<file path="src/rtl/mem_pkg.sv">
// Shared types and constants for the main memory responder: FSM states, word geometry, LFSR seed/taps.
package mem_pkg;

  typedef enum logic [1:0] {
    IDLE    = 2'd0,
    RD_WAIT = 2'd1,
    WR_WAIT = 2'd2,
    HOLD    = 2'd3
  } state_t;

  localparam int unsigned WORD_BYTES = 4;
  localparam int unsigned WORD_W     = 8 * WORD_BYTES;
  localparam int unsigned CNT_W      = 5;

  // Reserved: the storage array is never initialised by reset.
  localparam logic [7:0] INIT_BYTE = 8'h00;

  // x^8 + x^6 + x^5 + x^4 + 1, shifted left with feedback into bit 0
  localparam logic [7:0] LFSR_SEED = 8'hA5;
  localparam logic [7:0] LFSR_TAPS = 8'hB8;

  function automatic logic [7:0] lfsr_next(input logic [7:0] s);
    return {s[6:0], ^(s & LFSR_TAPS)};
  endfunction

endpackage

</file>
<file path="src/rtl/main_memory_responder_if.sv">
// Cache <-> memory port bundle; master is the cache, slave is the memory responder.
interface main_memory_responder_if
  import mem_pkg::*;
#(
  parameter int unsigned ADDR_W = 8
);

  logic                MRead_request;
  logic                MWrite_request;
  logic [ADDR_W-1:0]   MAddress;
  logic [7:0]          MWrite_data;
  logic [WORD_W-1:0]   MRead_data;
  logic                MRead_ready;
  logic                MWrite_done;
  logic                mem_busy;

  modport master (
    output MRead_request, MWrite_request, MAddress, MWrite_data,
    input  MRead_data, MRead_ready, MWrite_done, mem_busy
  );

  modport slave (
    input  MRead_request, MWrite_request, MAddress, MWrite_data,
    output MRead_data, MRead_ready, MWrite_done, mem_busy
  );

endinterface

</file>
<file path="src/rtl/mem_byte_array.sv">
// Byte storage with one synchronous byte write port and one aligned 4-byte read port.
// Contents are never reset so the array can map onto a RAM macro.
module mem_byte_array
  import mem_pkg::*;
#(
  parameter int unsigned ADDR_W = 8
) (
  input  logic              clk,
  input  logic              we,
  input  logic [ADDR_W-1:0] waddr,
  input  logic [7:0]        wdata,
  input  logic [ADDR_W-3:0] raddr,
  output logic [WORD_W-1:0] rdata_c
);

  localparam int unsigned DEPTH = 1 << ADDR_W;

  logic [7:0] mem [DEPTH];

  always_ff @(posedge clk) begin
    if (we) mem[waddr] <= wdata;
  end

  // Byte k of the word sits in bits [8k+7:8k]
  for (genvar k = 0; k < WORD_BYTES; k++) begin : g_rd
    assign rdata_c[8*k +: 8] = mem[{raddr, 2'(k)}];
  end

endmodule

</file>
<file path="src/rtl/main_memory_responder.sv">
// Memory-side responder: serves aligned word reads and byte writes after a programmable latency.
// Optional feature macro: MEM_RANDOM_LATENCY_EN adds 0..3 LFSR-driven extra wait cycles per access.
module main_memory_responder
  import mem_pkg::*;
#(
  parameter int unsigned LATENCY = 4,
  parameter int unsigned ADDR_W  = 8
) (
  input  logic clk,
  input  logic rst,
  main_memory_responder_if.slave bus
);

  state_t              state_q, state_n;
  logic [CNT_W-1:0]    cnt_q, cnt_n;
  logic [ADDR_W-1:0]   addr_q, addr_n;
  logic [WORD_W-1:0]   rdata_q, rdata_n;
  logic                ready_q, ready_n;
  logic                done_q, done_n;
  logic                busy_q;
  logic                we_c;
  logic                accept_c;
  logic [1:0]          extra_c;
  logic [CNT_W-1:0]    load_c;
  logic [WORD_W-1:0]   word_c;

`ifdef MEM_RANDOM_LATENCY_EN
  logic [7:0] lfsr_q;

  // Steps once per accepted request; low two bits give the extra wait
  always_ff @(posedge clk or posedge rst) begin
    if (rst)           lfsr_q <= LFSR_SEED;
    else if (accept_c) lfsr_q <= lfsr_next(lfsr_q);
  end

  assign extra_c = lfsr_q[1:0];
`else
  assign extra_c = 2'd0;
`endif

  assign load_c = CNT_W'(LATENCY - 1) + CNT_W'(extra_c);

  mem_byte_array #(.ADDR_W(ADDR_W)) u_array (
    .clk     (clk),
    .we      (we_c),
    .waddr   (addr_q),
    .wdata   (bus.MWrite_data),
    .raddr   (addr_q[ADDR_W-1:2]),
    .rdata_c (word_c)
  );

  always_ff @(posedge clk or posedge rst) begin
    if (rst) begin
      state_q <= IDLE;
      cnt_q   <= '0;
      addr_q  <= '0;
      rdata_q <= '0;
      ready_q <= 1'b0;
      done_q  <= 1'b0;
      busy_q  <= 1'b0;
    end else begin
      state_q <= state_n;
      cnt_q   <= cnt_n;
      addr_q  <= addr_n;
      rdata_q <= rdata_n;
      ready_q <= ready_n;
      done_q  <= done_n;
      busy_q  <= (state_n != IDLE);
    end
  end

  always_comb begin
    state_n  = state_q;
    cnt_n    = cnt_q;
    addr_n   = addr_q;
    rdata_n  = rdata_q;
    ready_n  = 1'b0;
    done_n   = 1'b0;
    we_c     = 1'b0;
    accept_c = 1'b0;
    unique case (state_q)
      IDLE: begin
        // Read has priority when both requests are raised together
        if (bus.MRead_request) begin
          state_n  = RD_WAIT;
          addr_n   = {bus.MAddress[ADDR_W-1:2], 2'b00};
          cnt_n    = load_c;
          accept_c = 1'b1;
        end else if (bus.MWrite_request) begin
          state_n  = WR_WAIT;
          addr_n   = bus.MAddress;
          cnt_n    = load_c;
          accept_c = 1'b1;
        end
      end
      RD_WAIT: begin
        if (cnt_q == '0) begin
          rdata_n = word_c;
          ready_n = 1'b1;
          state_n = HOLD;
        end else begin
          cnt_n = cnt_q - CNT_W'(1);
        end
      end
      WR_WAIT: begin
        // Write data is taken on the same edge that raises done
        if (cnt_q == '0) begin
          we_c    = 1'b1;
          done_n  = 1'b1;
          state_n = HOLD;
        end else begin
          cnt_n = cnt_q - CNT_W'(1);
        end
      end
      HOLD: begin
        if (!bus.MRead_request && !bus.MWrite_request) state_n = IDLE;
      end
      default: state_n = IDLE;
    endcase
  end

  assign bus.MRead_data  = rdata_q;
  assign bus.MRead_ready = ready_q;
  assign bus.MWrite_done = done_q;
  assign bus.mem_busy    = busy_q;

endmodule
</file>
<file path="src/flat_wrapper.sv">
// flat-port wrapper written by rule: the top's interface ports become plain ports
module main_memory_responder_flat import mem_pkg::*;
#(
  parameter int unsigned LATENCY = 4,
  parameter int unsigned ADDR_W  = 8
)
  (clk, rst, bus_MRead_request, bus_MWrite_request, bus_MAddress, bus_MWrite_data, bus_MRead_data, bus_MRead_ready, bus_MWrite_done, bus_mem_busy);
  main_memory_responder_if #(.ADDR_W(ADDR_W)) bus_i ();
  input  logic clk;
  input  logic rst;
  input wire logic [$bits(bus_i.MRead_request)-1:0] bus_MRead_request;
  input wire logic [$bits(bus_i.MWrite_request)-1:0] bus_MWrite_request;
  input wire logic [$bits(bus_i.MAddress)-1:0] bus_MAddress;
  input wire logic [$bits(bus_i.MWrite_data)-1:0] bus_MWrite_data;
  output wire logic [$bits(bus_i.MRead_data)-1:0] bus_MRead_data;
  output wire logic [$bits(bus_i.MRead_ready)-1:0] bus_MRead_ready;
  output wire logic [$bits(bus_i.MWrite_done)-1:0] bus_MWrite_done;
  output wire logic [$bits(bus_i.mem_busy)-1:0] bus_mem_busy;
  assign bus_i.MRead_request = bus_MRead_request;
  assign bus_i.MWrite_request = bus_MWrite_request;
  assign bus_i.MAddress = bus_MAddress;
  assign bus_i.MWrite_data = bus_MWrite_data;
  assign bus_MRead_data = bus_i.MRead_data;
  assign bus_MRead_ready = bus_i.MRead_ready;
  assign bus_MWrite_done = bus_i.MWrite_done;
  assign bus_mem_busy = bus_i.mem_busy;
  main_memory_responder #(.LATENCY(LATENCY), .ADDR_W(ADDR_W)) u_core (.clk(clk), .rst(rst), .bus(bus_i));
endmodule
</file>
<file path="config.mk">
export PLATFORM = sky130hd
export DESIGN_NAME = main_memory_responder_flat
export DESIGN_NICKNAME = d
export VERILOG_FILES = /design/src/rtl/mem_pkg.sv /design/src/rtl/main_memory_responder_if.sv /design/src/rtl/mem_byte_array.sv /design/src/rtl/main_memory_responder.sv /design/src/flat_wrapper.sv
export SDC_FILE = /design/constraint.sdc
export NUM_CORES = 2
export LEC_CHECK = 0
export BUFFER_PORTS_ARGS = -buffer_cell sky130_fd_sc_hd__clkbuf_2
export CORE_ASPECT_RATIO = 2
export CORE_MARGIN = 2
export CORE_UTILIZATION = 50
export DETAILED_ROUTE_END_ITERATION = 10
export GPL_ROUTABILITY_DRIVEN = 0
export MAX_ROUTING_LAYER = met4
export PLACE_DENSITY = 0.73
export SLEW_MARGIN = 20
export SYNTH_ARGS = -nofsm -noshare
export SYNTH_HDL_FRONTEND = slang
export SYNTH_SLANG_ARGS = --single-unit
export TNS_END_PERCENT = 100
</file>
<file path="constraint.sdc">
create_clock -name clk -period 3 [get_ports clk]
set_input_delay 0.3 -clock clk [delete_from_list [all_inputs] [get_ports clk]]
set_output_delay 0.3 -clock clk [all_outputs]
set_load 0.03 [all_outputs]
</file>
==> results.md <==
• **clock sink total** 2,098
• **drt drc** 0
• **maximum net fanout on the critical path** 16
• **highest achievable clock rate** 337 MHz
• **final setup skew** 0.0454 ns
• **fin crit period** 2.97 ns
• **net switching power** 25.5 mW
• **post-synthesis share of cell area spent on and, or, nand and nor gates** 2.85%
• **critical path data required time** 3.68 ns
• **number of buffers on the longest clock path** 4
• **commonest cells after routing, fill and taps aside** sky130_fd_sc_hd__edfxtp_1, sky130_fd_sc_hd__buf_4, sky130_fd_sc_hd__mux4_2
• **power after layout** 80.2 mW
• **Critical Path Sink Type** flip-flop
• **worst reg2reg path startpoint** u_core.addr_q[2]$_DFFE_PP0P_
• **die height** 573 um
• **clock-pin slew on the worst setup and hold paths** 0.07 ns
• **RSZ-0062 raised after global routing** no
• **grt total ovfl** 0
• **Final Hold Violating Endpoints** 0
• **initial core utilization** 50.4%
• **full die area** 165,000 um2
• **power share of the combinational group** 31.3%
• **net count after synthesis** 3,989
• **most used flip-flop cell after synthesis** sky130_fd_sc_hd__edfxtp_1
• **compound-cell area share of the yosys netlist** 3.51%
• **first element of the critical path** u_core.addr_q[2]$_DFFE_PP0P_
• **EDFF count, synth** 2,048
• **Yosys warning count** 0
• **clock latency of the later-clocked register in the worst-skew pair** 0.82 ns
• **net switching fraction of the power** 31.8%
• **gate count of the mapped netlist** 3,963
• **largest net degree at the start of global routing** 109
• **mux cell area share after synthesis** 14.5%
• **CTS tree** built
• **CP peak stage delay** 0.58 ns
• **number of cell instances on the worst register-to-register path** 7
• **ys async rst share** 2.38%
• **endpoint of the lowest-slack register-to-register path** bus_MRead_data[1]$_DFFE_PP0P_
• **worst path cell trace** buf_12 -> buf_12 -> buf_4 -> mux4_2 -> o311ai_1 -> nor4_1 -> o32a_1
• **initial antenna violation count** 5
• **post-layout util** 58.2%
• **proportion of layout cells with a drive suffix above 1** 27.5%
• **Critical Path AT** 3.65 ns
• **Pre-antenna DRT Iters** 8
• **routed vias** 43.1k
• **dominant cells by area after synthesis** sky130_fd_sc_hd__edfxtp_1, sky130_fd_sc_hd__mux4_2, sky130_fd_sc_hd__mux2i_1, sky130_fd_sc_hd__a22oi_1, sky130_fd_sc_hd__dfrtp_1
• **portion of synthesized cell area occupied by the leading cell type** 76.0%
• **top cell type by total area after synthesis** sky130_fd_sc_hd__edfxtp_1
• **final worst path period share** 99.0%
• **result of the run** finished clean
• **share of the synthesized netlist area taken by xor and xnor gates** 0%
• **Max transition margin** 31.3%
• **endpoints failing setup** 0
• **number of buffers created by CTS** 168
• **most common cell after layout, fill and taps aside** sky130_fd_sc_hd__edfxtp_1
• **std cell rows** 208
• **number of I/O port buffers** 54
• **worst-case vdd ir drop** 0.683 mV
• **io pins** 55
• **overall routing resource usage** 27.8%
• **dominant combinational cell family by area after synthesis** multiplexers
• **Layout Area Growth over Synthesis** 15.4%
• **setup bufs post-CTS** 0
• **max_cap viols** 0
• **cell internal power dissipation** 54.7 mW
• **PwrDens** 859 nW/um2
• **Seq pwr share** 41.3%
• **routed wire length** 223,000 um
• **hold path startpoint** bus_MWrite_data[1]
• **most prevalent standard cell on the critical path** sky130_fd_sc_hd__buf_12
• **transition time at the pin with the least slew margin** 1.03 ns
• **CTS Root Buffer Type** sky130_fd_sc_hd__clkbuf_16
• **Post-DP HPWL** 150,000 um
• **Clock Power Share** 27.4%
• **DR iter-0 viols** 5,329
• **share of synthesized cell area in full adder, half adder and majority cells** 0.0927%
• **via count of the first global-routing pass** 44.2k
• **Leakage** 30.7 nW
• **netlist area before placement** 81,000 um2
• **wire length of the first global-routing pass** 314,000 um
• **mean instance size in the synthesized netlist** 20.4 um2
• **kind of path behind the tightest hold check** input pin to flip-flop
• **Critical Setup Path Class** flip-flop to flip-flop
• **count of cell types in the netlist** 56
• **fraction of the yosys area taken by sequential cells** 77.5%
• **flip-flop and latch count after synthesis** 2,098
• **routed wirelength normalized by instance count** 32.9 um
• **destination of the worst hold path** u_core.u_array.mem[76][1]$_DFFE_PP_
• **vias per std cell** 6.38
• **Horiz. Die Dim** 289 um
• **layout net count** 4,557
• **Core Footprint** 161,000 um2
• **number of H-tree levels** 4
• **flop-to-flop setup slack** 0.03 ns
• **CP max stage cell** sky130_fd_sc_hd__dfrtp_4
• **startpoint types** flip-flop
• **hold path depth** 1
• **Detail Route Antenna Nets** 0
• **Pins Over Slew Limit** 0
-- routing by layer --
| layer | GRT usage [%] | vias to the layer above | wire, um |
|---|---|---|---|
| li1 | - | 17500 | - |
| met1 | 29.9 | 22300 | 70300 |
| met2 | 46.7 | 2606 | 115000 |
| met3 | 4.04 | 734 | 17400 |
| met4 | 20.1 | 0 | 19900 |
| met5 | - | - | 0 |
-- worst max path at each step --
stage,endpoint,slack (ns),cells after the start
floorplan,u_core.u_array.mem[139][0]$_DFFE_PP_,0.34,8
global placement,bus_MRead_data[16]$_DFFE_PP0P_,-0.05,7
detailed placement,bus_MRead_data[16]$_DFFE_PP0P_,-0.08,7
CTS,bus_MRead_data[7]$_DFFE_PP0P_,0.04,7
global route,bus_MRead_data[1]$_DFFE_PP0P_,0.03,7
finish,bus_MRead_data[1]$_DFFE_PP0P_,0.03,7
-- worst max-delay path: cells and delay by family (launching register included) --
family          cells  cell delay, ns
compound gates      2            0.84
buf+inv             3            0.69
flops               1            0.58
mux                 1            0.54
simple gates        1            0.14
-- registers in the layout, summed over array words and instances (netlist names) --
register,flops
bus_MRead_data,32
u_core.cnt_q,5
u_core.u_array.mem,2048
u_core.addr_q,8
u_core.bus.MRead_ready,1
u_core.bus.mem_busy,1
u_core.state_q,2
u_core.bus.MWrite_done,1
-- final cells by class --
cell class / instances / area, um2
fillers: 11200 / 67200
flip-flops and latches: 2098 / 62800
multi-input cells: 1617 / 17100
repair buffers: 636 / 5550
clock buffers: 223 / 4580
well taps: 2100 / 2630
clock inverters: 73 / 749
inverters: 10 / 37.5
diodes: 5 / 12.5
-- repair_timing --
action	4_1_cts	5_1_grt
gates resized for setup	2	3
setup endpoints to repair	2	3
hold endpoints to repair	37	0
hold buffers	14	0
-- kinds of logic after synthesis --
| logic type | Yosys count |
|---|---|
| compound gates | 382 |
| flops | 2098 |
| mux | 701 |
| buf+inv | 248 |
| simple gates | 528 |
| fa+ha+maj | 6 |
-- power by group through the flow --
stage / combinational (mW) / sequential [mW] / clock (mW)
2_1_floorplan: 14.1 / 33.6 / 0
3_3_place_gp: 24.5 / 33.7 / 0
3_5_place_dp: 24.7 / 33.7 / 0
4_1_cts: 24.9 / 33.1 / 22.1
5_1_grt: 25.8 / 33.1 / 23.1
6_report: 25.1 / 33.1 / 21.9
-- cells in the mapped netlist, types with 4 or more instances --
cell	instances
sky130_fd_sc_hd__edfxtp_1	2048
sky130_fd_sc_hd__mux4_2	375
sky130_fd_sc_hd__mux2i_1	315
sky130_fd_sc_hd__nor2_1	281
sky130_fd_sc_hd__a22oi_1	171
sky130_fd_sc_hd__clkbuf_1	108
sky130_fd_sc_hd__nand3_1	84
sky130_fd_sc_hd__nand2_1	81
sky130_fd_sc_hd__o22ai_1	70
sky130_fd_sc_hd__buf_2	60
sky130_fd_sc_hd__dfrtp_1	50
sky130_fd_sc_hd__o32a_1	31
sky130_fd_sc_hd__buf_1	25
sky130_fd_sc_hd__a21oi_1	23
sky130_fd_sc_hd__buf_6	23
sky130_fd_sc_hd__buf_4	22
sky130_fd_sc_hd__nor4_1	15
sky130_fd_sc_hd__nor2b_1	13
sky130_fd_sc_hd__o21ai_0	13
sky130_fd_sc_hd__o311ai_1	13
sky130_fd_sc_hd__and2_1	12
sky130_fd_sc_hd__mux2_2	11
sky130_fd_sc_hd__or3_1	10
sky130_fd_sc_hd__a211oi_1	9
sky130_fd_sc_hd__inv_1	9
sky130_fd_sc_hd__nand2b_1	9
sky130_fd_sc_hd__a22o_1	8
sky130_fd_sc_hd__ha_1	6
sky130_fd_sc_hd__nand4_1	6
sky130_fd_sc_hd__o211ai_1	5
sky130_fd_sc_hd__a31oi_1	4
sky130_fd_sc_hd__nor3_1	4
sky130_fd_sc_hd__o21ai_1	4
sky130_fd_sc_hd__o221ai_1	4
-- metrics by stage --
stage	cells	setup WS, ns	cell area, um2	hold slack (ns)	setup TNS [ns]
global placement	6447	-0.0529	87900	0.518	-0.103
CTS	6757	0.0433	93400	0.0205	0
finish	6762	0.0313	93400	0.0341	0
floorplan	3963	0.342	81000	0.399	0
detailed placement	6447	-0.0773	87900	0.531	-0.137
global route	6760	0.0281	93400	0.0540	0
Power figures use the tool's default switching activity.
